<file path="src/rtl/aio_init_pkg.sv">
// Shared init-sequencer definitions: RAM checker state encoding and default test word.
package aio_init_pkg;

  localparam logic [2:0] ST_IDLE  = 3'd0;
  localparam logic [2:0] ST_WRITE = 3'd1;
  localparam logic [2:0] ST_READ  = 3'd2;
  localparam logic [2:0] ST_FLUSH = 3'd3;
  localparam logic [2:0] ST_DONE  = 3'd4;
  localparam logic [2:0] ST_ERR   = 3'd5;

  localparam logic [15:0] DEF_PATTERN = 16'hA5C3;

  typedef enum logic [2:0] {
    S_IDLE  = ST_IDLE,
    S_WRITE = ST_WRITE,
    S_READ  = ST_READ,
    S_FLUSH = ST_FLUSH,
    S_DONE  = ST_DONE,
    S_ERR   = ST_ERR
  } chk_state_e;

endpackage

</file>
<file path="src/rtl/aio_ram_check_if.sv">
// RAM access bus between the RAM checker (master) and the RAM under test (slave).
interface aio_ram_check_if #(
  parameter int ADDR_W = 10,
  parameter int DATA_W = 16
);
  logic [ADDR_W-1:0] ram_addr;
  logic              ram_wr_en;
  logic [DATA_W-1:0] ram_wdata;
  logic              ram_rd_en;
  logic [DATA_W-1:0] ram_rdata;

  modport master (output ram_addr, ram_wr_en, ram_wdata, ram_rd_en, input ram_rdata);
  modport slave  (input ram_addr, ram_wr_en, ram_wdata, ram_rd_en, output ram_rdata);
endinterface

</file>
<file path="src/rtl/aio_ram_chk_pat_gen.sv">
// Address counter and expected-word generator; pass_sel picks PATTERN or ~PATTERN.
module aio_ram_chk_pat_gen #(
  parameter int                ADDR_W  = 10,
  parameter int                DATA_W  = 16,
  parameter logic [DATA_W-1:0] PATTERN = '0
) (
  input  logic              sys_clk,
  input  logic              glbl_rst_n,
  input  logic              clr,
  input  logic              inc,
  input  logic              pass_sel,
  output logic [ADDR_W-1:0] addr,
  output logic [DATA_W-1:0] word,
  output logic              last
);
  logic [ADDR_W-1:0] addr_q;

  // Natural wrap at N-1 hands the next phase a counter already at 0.
  always_ff @(posedge sys_clk or negedge glbl_rst_n) begin
    if (!glbl_rst_n)  addr_q <= '0;
    else if (clr)     addr_q <= '0;
    else if (inc)     addr_q <= addr_q + ADDR_W'(1);
  end

  assign addr = addr_q;
  assign last = &addr_q;
  assign word = (pass_sel ? ~PATTERN : PATTERN) ^ DATA_W'(addr_q);

endmodule

</file>
<file path="src/rtl/aio_ram_check.sv">
// RAM self-test: write pat^addr to every location, read back and compare.
// Define AIO_RAM_CHK_INV_PASS_EN to add a second pass with pat = ~PATTERN.
//
// state | meaning
// IDLE  | waiting for check_ram_en
// WRITE | writing pattern to addr 0..N-1
// READ  | reading addr 0..N-1, comparing previous read
// FLUSH | comparing final read
// DONE  | one-cycle pass pulse
// ERR   | one-cycle fail pulse, err_addr valid
module aio_ram_check
  import aio_init_pkg::*;
#(
  parameter int                ADDR_W  = 10,
  parameter int                DATA_W  = 16,
  parameter logic [DATA_W-1:0] PATTERN = DATA_W'(DEF_PATTERN)
) (
  input  logic              sys_clk,
  input  logic              glbl_rst_n,
  input  logic              check_ram_en,
  output logic              check_ram_done,
  output logic              check_ram_error,
  output logic [ADDR_W-1:0] err_addr,
  output logic              busy,
  aio_ram_check_if.master   ram
);
`ifdef AIO_RAM_CHK_INV_PASS_EN
  localparam bit INV_PASS = 1'b1;
`else
  localparam bit INV_PASS = 1'b0;
`endif

  chk_state_e        state_q, state_d;
  logic              pass_q, pass_d;
  logic              cnt_clr, wr_en, rd_en, mismatch, last;
  logic              cmp_vld_q;
  logic [ADDR_W-1:0] addr, exp_addr_q;
  logic [DATA_W-1:0] word, exp_word_q;

  aio_ram_chk_pat_gen #(
    .ADDR_W (ADDR_W),
    .DATA_W (DATA_W),
    .PATTERN(PATTERN)
  ) u_pat_gen (
    .sys_clk   (sys_clk),
    .glbl_rst_n(glbl_rst_n),
    .clr       (cnt_clr),
    .inc       (wr_en | rd_en),
    .pass_sel  (pass_q),
    .addr      (addr),
    .word      (word),
    .last      (last)
  );

  assign mismatch = cmp_vld_q && (state_q == S_READ || state_q == S_FLUSH) &&
                    (ram.ram_rdata != exp_word_q);

  always_ff @(posedge sys_clk or negedge glbl_rst_n) begin
    if (!glbl_rst_n) begin
      state_q <= S_IDLE;
      pass_q  <= 1'b0;
    end else begin
      state_q <= state_d;
      pass_q  <= pass_d;
    end
  end

  always_comb begin
    state_d = state_q;
    pass_d  = pass_q;
    cnt_clr = 1'b0;
    wr_en   = 1'b0;
    rd_en   = 1'b0;
    case (state_q)
      S_IDLE: if (check_ram_en) begin
        state_d = S_WRITE;
        pass_d  = 1'b0;
        cnt_clr = 1'b1;
      end
      S_WRITE: begin
        wr_en = 1'b1;
        if (last) state_d = S_READ;
      end
      S_READ: begin
        rd_en = 1'b1;
        if (mismatch)  state_d = S_ERR;
        else if (last) state_d = S_FLUSH;
      end
      S_FLUSH: begin
        if (mismatch) state_d = S_ERR;
        else if (INV_PASS && !pass_q) begin
          state_d = S_WRITE;
          pass_d  = 1'b1;
          cnt_clr = 1'b1;
        end else state_d = S_DONE;
      end
      S_DONE:  state_d = S_IDLE;
      S_ERR:   state_d = S_IDLE;
      default: state_d = S_IDLE;
    endcase
  end

  // One-deep compare pipeline: read data returns the cycle after the strobe.
  always_ff @(posedge sys_clk or negedge glbl_rst_n) begin
    if (!glbl_rst_n) begin
      cmp_vld_q  <= 1'b0;
      exp_addr_q <= '0;
      exp_word_q <= '0;
      err_addr   <= '0;
    end else begin
      cmp_vld_q <= rd_en;
      if (rd_en) begin
        exp_addr_q <= addr;
        exp_word_q <= word;
      end
      if (state_q == S_IDLE && check_ram_en) err_addr <= '0;
      else if (mismatch)                     err_addr <= exp_addr_q;
    end
  end

  assign ram.ram_wr_en    = wr_en;
  assign ram.ram_rd_en    = rd_en;
  assign ram.ram_addr     = (wr_en | rd_en) ? addr : '0;
  assign ram.ram_wdata    = wr_en ? word : '0;
  assign check_ram_done   = (state_q == S_DONE);
  assign check_ram_error  = (state_q == S_ERR);
  assign busy             = (state_q == S_WRITE) || (state_q == S_READ) || (state_q == S_FLUSH);

endmodule

</file>
<file path="src/flat_wrapper.sv">
// flat-port wrapper written by rule: the top's interface ports become plain ports
module aio_ram_check_flat import aio_init_pkg::*;
#(
  parameter int                ADDR_W  = 10,
  parameter int                DATA_W  = 16,
  parameter logic [DATA_W-1:0] PATTERN = DATA_W'(DEF_PATTERN)
)
  (sys_clk, glbl_rst_n, check_ram_en, check_ram_done, check_ram_error, err_addr, busy, ram_ram_addr, ram_ram_wr_en, ram_ram_wdata, ram_ram_rd_en, ram_ram_rdata);
  aio_ram_check_if #(.ADDR_W(ADDR_W), .DATA_W(DATA_W)) ram_i ();
  input  logic sys_clk;
  input  logic glbl_rst_n;
  input  logic check_ram_en;
  output logic check_ram_done;
  output logic check_ram_error;
  output logic [ADDR_W-1:0] err_addr;
  output logic busy;
  output wire logic [$bits(ram_i.ram_addr)-1:0] ram_ram_addr;
  output wire logic [$bits(ram_i.ram_wr_en)-1:0] ram_ram_wr_en;
  output wire logic [$bits(ram_i.ram_wdata)-1:0] ram_ram_wdata;
  output wire logic [$bits(ram_i.ram_rd_en)-1:0] ram_ram_rd_en;
  input wire logic [$bits(ram_i.ram_rdata)-1:0] ram_ram_rdata;
  assign ram_ram_addr = ram_i.ram_addr;
  assign ram_ram_wr_en = ram_i.ram_wr_en;
  assign ram_ram_wdata = ram_i.ram_wdata;
  assign ram_ram_rd_en = ram_i.ram_rd_en;
  assign ram_i.ram_rdata = ram_ram_rdata;
  aio_ram_check #(.ADDR_W(ADDR_W), .DATA_W(DATA_W), .PATTERN(PATTERN)) u_core (.sys_clk(sys_clk), .glbl_rst_n(glbl_rst_n), .check_ram_en(check_ram_en), .check_ram_done(check_ram_done), .check_ram_error(check_ram_error), .err_addr(err_addr), .busy(busy), .ram(ram_i));
endmodule
</file>
<file path="config.mk">
export PLATFORM = sky130hd
export DESIGN_NAME = aio_ram_check_flat
export DESIGN_NICKNAME = d
export VERILOG_FILES = /design/src/rtl/aio_init_pkg.sv /design/src/rtl/aio_ram_check_if.sv /design/src/rtl/aio_ram_chk_pat_gen.sv /design/src/rtl/aio_ram_check.sv /design/src/flat_wrapper.sv
export SDC_FILE = /design/constraint.sdc
export NUM_CORES = 1
export LEC_CHECK = 0
export ABC_AREA = 0
export CORE_MARGIN = 8
export CORE_UTILIZATION = 39
export CTS_CLUSTER_SIZE = 12
export DETAILED_ROUTE_END_ITERATION = 10
export PLACE_DENSITY = 0.73
export SYNTH_ARGS = -nofsm -noshare
export SYNTH_HDL_FRONTEND = slang
export SYNTH_SLANG_ARGS = --single-unit
</file>
<file path="constraint.sdc">
create_clock -name sys_clk -period 5.75 [get_ports sys_clk]
set_clock_uncertainty 0.15 [all_clocks]
set_input_delay 1.15 -clock sys_clk [delete_from_list [all_inputs] [get_ports sys_clk]]
set_output_delay 1.15 -clock sys_clk [all_outputs]
set_load 0.01 [all_outputs]
</file>
==> results.md <==
* Number of flops mapped to enable cells by yosys at 0
* Max FO, Critical Path at 23
* CTS root buf: clkbuf_8
* Stages on the worst setup path at 4
* Sequential fraction of the synthesis area at about 47%
* ANT cells at 0
* Arr. time, crit path at 2600 ps
* Largest net degree at the start of global routing at a little over 40
* Final min period at approximately 3900 ps
* Antenna-violating nets left at 0
* Commonest non-fill, non-tap cell in the layout: clkdlybuf4s50_1
* Die W at between 80 and 90 um
* Layout cells sized above 1 at roughly 8.6%
* Peak per-stage delay on the critical path at between 600 and 700 ps
* Critical Path RT at between 4000 and 5000 ps
* Crit path max-delay family: buffers and inverters
* Period utilisation layout at between 60% and 70%
* Drt first pass iters at 6
* Part of the power in registers at 42.0%
* Hold_buf cts at 0
* Global-route wire length before repair at a little under 9000 um
* RSZ-0062 raised after global routing: no
* DIE AREA at between 0.008 and 0.009 mm^2
* # setup viols final at 0
* CTS tree: done
* CP bufs+invs at 2
* FMAX at ~260 MHz
* Ys async rst share at between 90% and 100%
* Starting DRC count in detailed routing at 72
* WS Path Type: flop to primary output
* Final net count at between 200 and 300
* Buffers on Ports at 56
* Final hold viol count at 0
* Via count at approximately 1600
* Overall Global Routing Usage at between 10% and 20%
* Prevailing post-synth register cell: dfrtp_1
* Post-CTS Setup Bufs at 0
* Switch share at about 33%
* Hpwl dp at between 3000 and 4000 um
* Clock share of power at roughly a quarter
* CP startpoint: u_core.state_q[1]
* Via density at approximately 4.7
* Slowest cell on the critical path: clkdlybuf4s50_1
* Clk slew on worst S/H paths at ~80 ps
* Core area at approximately 0.0054 mm^2
* Worst-Margin Slew at about 1000 ps
* Area Overhead vs Synth at 31.5%
* Antenna violations before repair at 0
* Crit end category: primary output
* WL final at approximately 5100 um
* CP Launch Type: flop
* TNS Setup at 0 ps
* Worst Setup EP: ram_ram_rd_en
* Post-Syn Area at between 0.002 and 0.0025 mm^2
* Pre-CTS WS at 2170 ps
* Internal at 643 uW
* Commonest cells after routing, fill and taps aside: clkdlybuf4s50_1 (55), nand2_1 (41), dfrtp_1 (40)
* Worst r2r src: u_core.state_q[2]
* Worst skew pair latency at about 300 ps
* Vias in the first global route at roughly 1700
* Final RePlAce weighted congestion at 0.771
* CTS Buf Count at 5
* Cell Pwr Density at about 340 mW/mm^2
* CTS sink count at 40
* Initial Util at 39.6%
* GRT overflow at 0
* Io pins at 60
* Min-Delay Path Class: flop to flop
* CTS H-tree lvls at 2
* Post-route setup slack at 1850 ps
* R2r worst-path depth at 3
* RR Endpoint: u_core.err_addr[1]
* Leakage power at 1.30 nW
* Drc violations at 0
* Final Util at between 50% and 60%
* Max clock buf depth at 2
* Max_cap viols at 0
* Crit-path cells: nor2b_1 > nand2b_1 > inv_1 > clkdlybuf4s50_1
* Status: completed
* Post_cts resized at 0
* Die height at 89.8 um
* Site Rows at 27
* Worst VDD drop at slightly above 0.2 mV
* Syn Inst Count at 219
* WL per Instance at approximately 15 um
* Filler cell count at 504
* Slew margin rel. at approximately a third
* Final Max Tran Viols at 0
* Synth warnings at 0
* Psw at ~310 uW
* Power share of the combinational group at 33.2%
* Flops & latches, synth at 40
* Synth cell types at 38
* Worst R2R Setup Slack at between 3000 and 4000 ps
* Syn_area_per_cell at roughly 9.7 um^2
## layer usage
metal  global-route usage [%]  share of wire [%]
met3                     5.15                6.1
met4                     3.39               0.78
met5                        0                  0
met2                     23.6                 51
met1                     14.8                 42
## flip-flops by register name, summed over array words and instances (netlist names)
name                   cells
u_core.cmp_vld_q           1
u_core.err_addr           10
u_core.exp_addr_q          9
u_core.exp_word_q          7
u_core.state_q             3
u_core.u_pat_gen.addr     10
## cell usage after synthesis (2+ instances only)
| cell type | n | share of area [%] |
|---|---|---|
| mux2_4 | 8 | 5.7 |
| and3_1 | 2 | 0.59 |
| dfrtp_1 | 40 | 47 |
| o21ai_0 | 7 | 1.6 |
| inv_1 | 2 | 0.35 |
| a21oi_1 | 2 | 0.47 |
| mux2_2 | 2 | 1.1 |
| a21o_1 | 2 | 0.71 |
| nor2_1 | 16 | 2.8 |
| nand2b_1 | 3 | 0.88 |
| nand2_1 | 41 | 7.2 |
| xor2_1 | 15 | 6.2 |
| nand3_1 | 3 | 0.71 |
| xnor2_1 | 4 | 1.6 |
| nor4_1 | 4 | 1.2 |
| buf_4 | 6 | 2.1 |
| and2_1 | 17 | 5.0 |
| nor3_1 | 3 | 0.71 |
| nor2b_1 | 12 | 3.5 |
| clkbuf_1 | 10 | 1.8 |
| nand4_1 | 3 | 0.88 |
## kinds of logic (layout without fill, tap and decap cells)
| logic type | count (synthesis) | in the layout | synth area share (%) |
|---|---|---|---|
| muxes | 11 | 11 | 7.19 |
| AOI/OAI and AO/OA | 15 | 15 | 4.30 |
| buffers and inverters | 20 | 66 | 5.01 |
| other | 1 | 3 | 0.177 |
| xor gates and xnor gates | 19 | 19 | 7.83 |
| and+or+nand+nor | 112 | 112 | 27.8 |
| DFF | 40 | 40 | 47.1 |
| adders and majority gates | 1 | 1 | 0.589 |
## area by class of cell
| cell class | instances | area (um^2) | share of cell area, % |
|---|---|---|---|
| Clock buffer | 5 | 68.8 | 2.46 |
| Timing Repair Buffer | 56 | 556 | 19.9 |
| Multi-Input combinational cell | 161 | 1020 | 36.7 |
| Tap cell | 72 | 90.1 | 3.22 |
| Clock inverter | 3 | 46.3 | 1.66 |
| Inverter | 2 | 7.51 | 0.269 |
| Sequential cell | 40 | 1000 | 35.8 |
## power by group through the flow
stage               clock network [mW]  registers (mW)  logic, mW
detailed placement                   0           0.406      0.320
global route                     0.260           0.410      0.349
finish                           0.237           0.401      0.317
floorplan                            0           0.366      0.177
global placement                     0           0.406      0.313
CTS                              0.241           0.400      0.322
## worst reg2reg max path: stages, from the launching register on
cell and delay, ps:
dfrtp_1 550, nor4b_4 970, nor2b_1 130, mux2_4 300
## through the flow
| step | total power, mW | std cells | area (um^2) | hold WS [ps] |
|---|---|---|---|---|
| final | 0.955 | 339 | 2790 | 335 |
| after floorplan | 0.542 | 221 | 2130 | 290 |
| after detailed placement | 0.725 | 331 | 2680 | 318 |
| after CTS | 0.963 | 339 | 2790 | 338 |
| after global routing | 1.02 | 339 | 2790 | 362 |
| after global placement | 0.718 | 331 | 2680 | 317 |
## how the worst min path moves through the flow
stage,startpoint,to,slack [ps],cells after the start
finish,u_core.exp_addr_q[6],u_core.exp_addr_q[6],330,2
global route,u_core.exp_addr_q[0],u_core.exp_addr_q[0],360,2
CTS,u_core.exp_addr_q[6],u_core.exp_addr_q[6],340,2
detailed placement,u_core.exp_addr_q[6],u_core.exp_addr_q[6],320,2
global placement,u_core.exp_addr_q[0],u_core.exp_addr_q[0],320,2
floorplan,u_core.exp_addr_q[8],u_core.exp_addr_q[8],290,2
No activity file was read; power rests on OpenSTA's default activity.
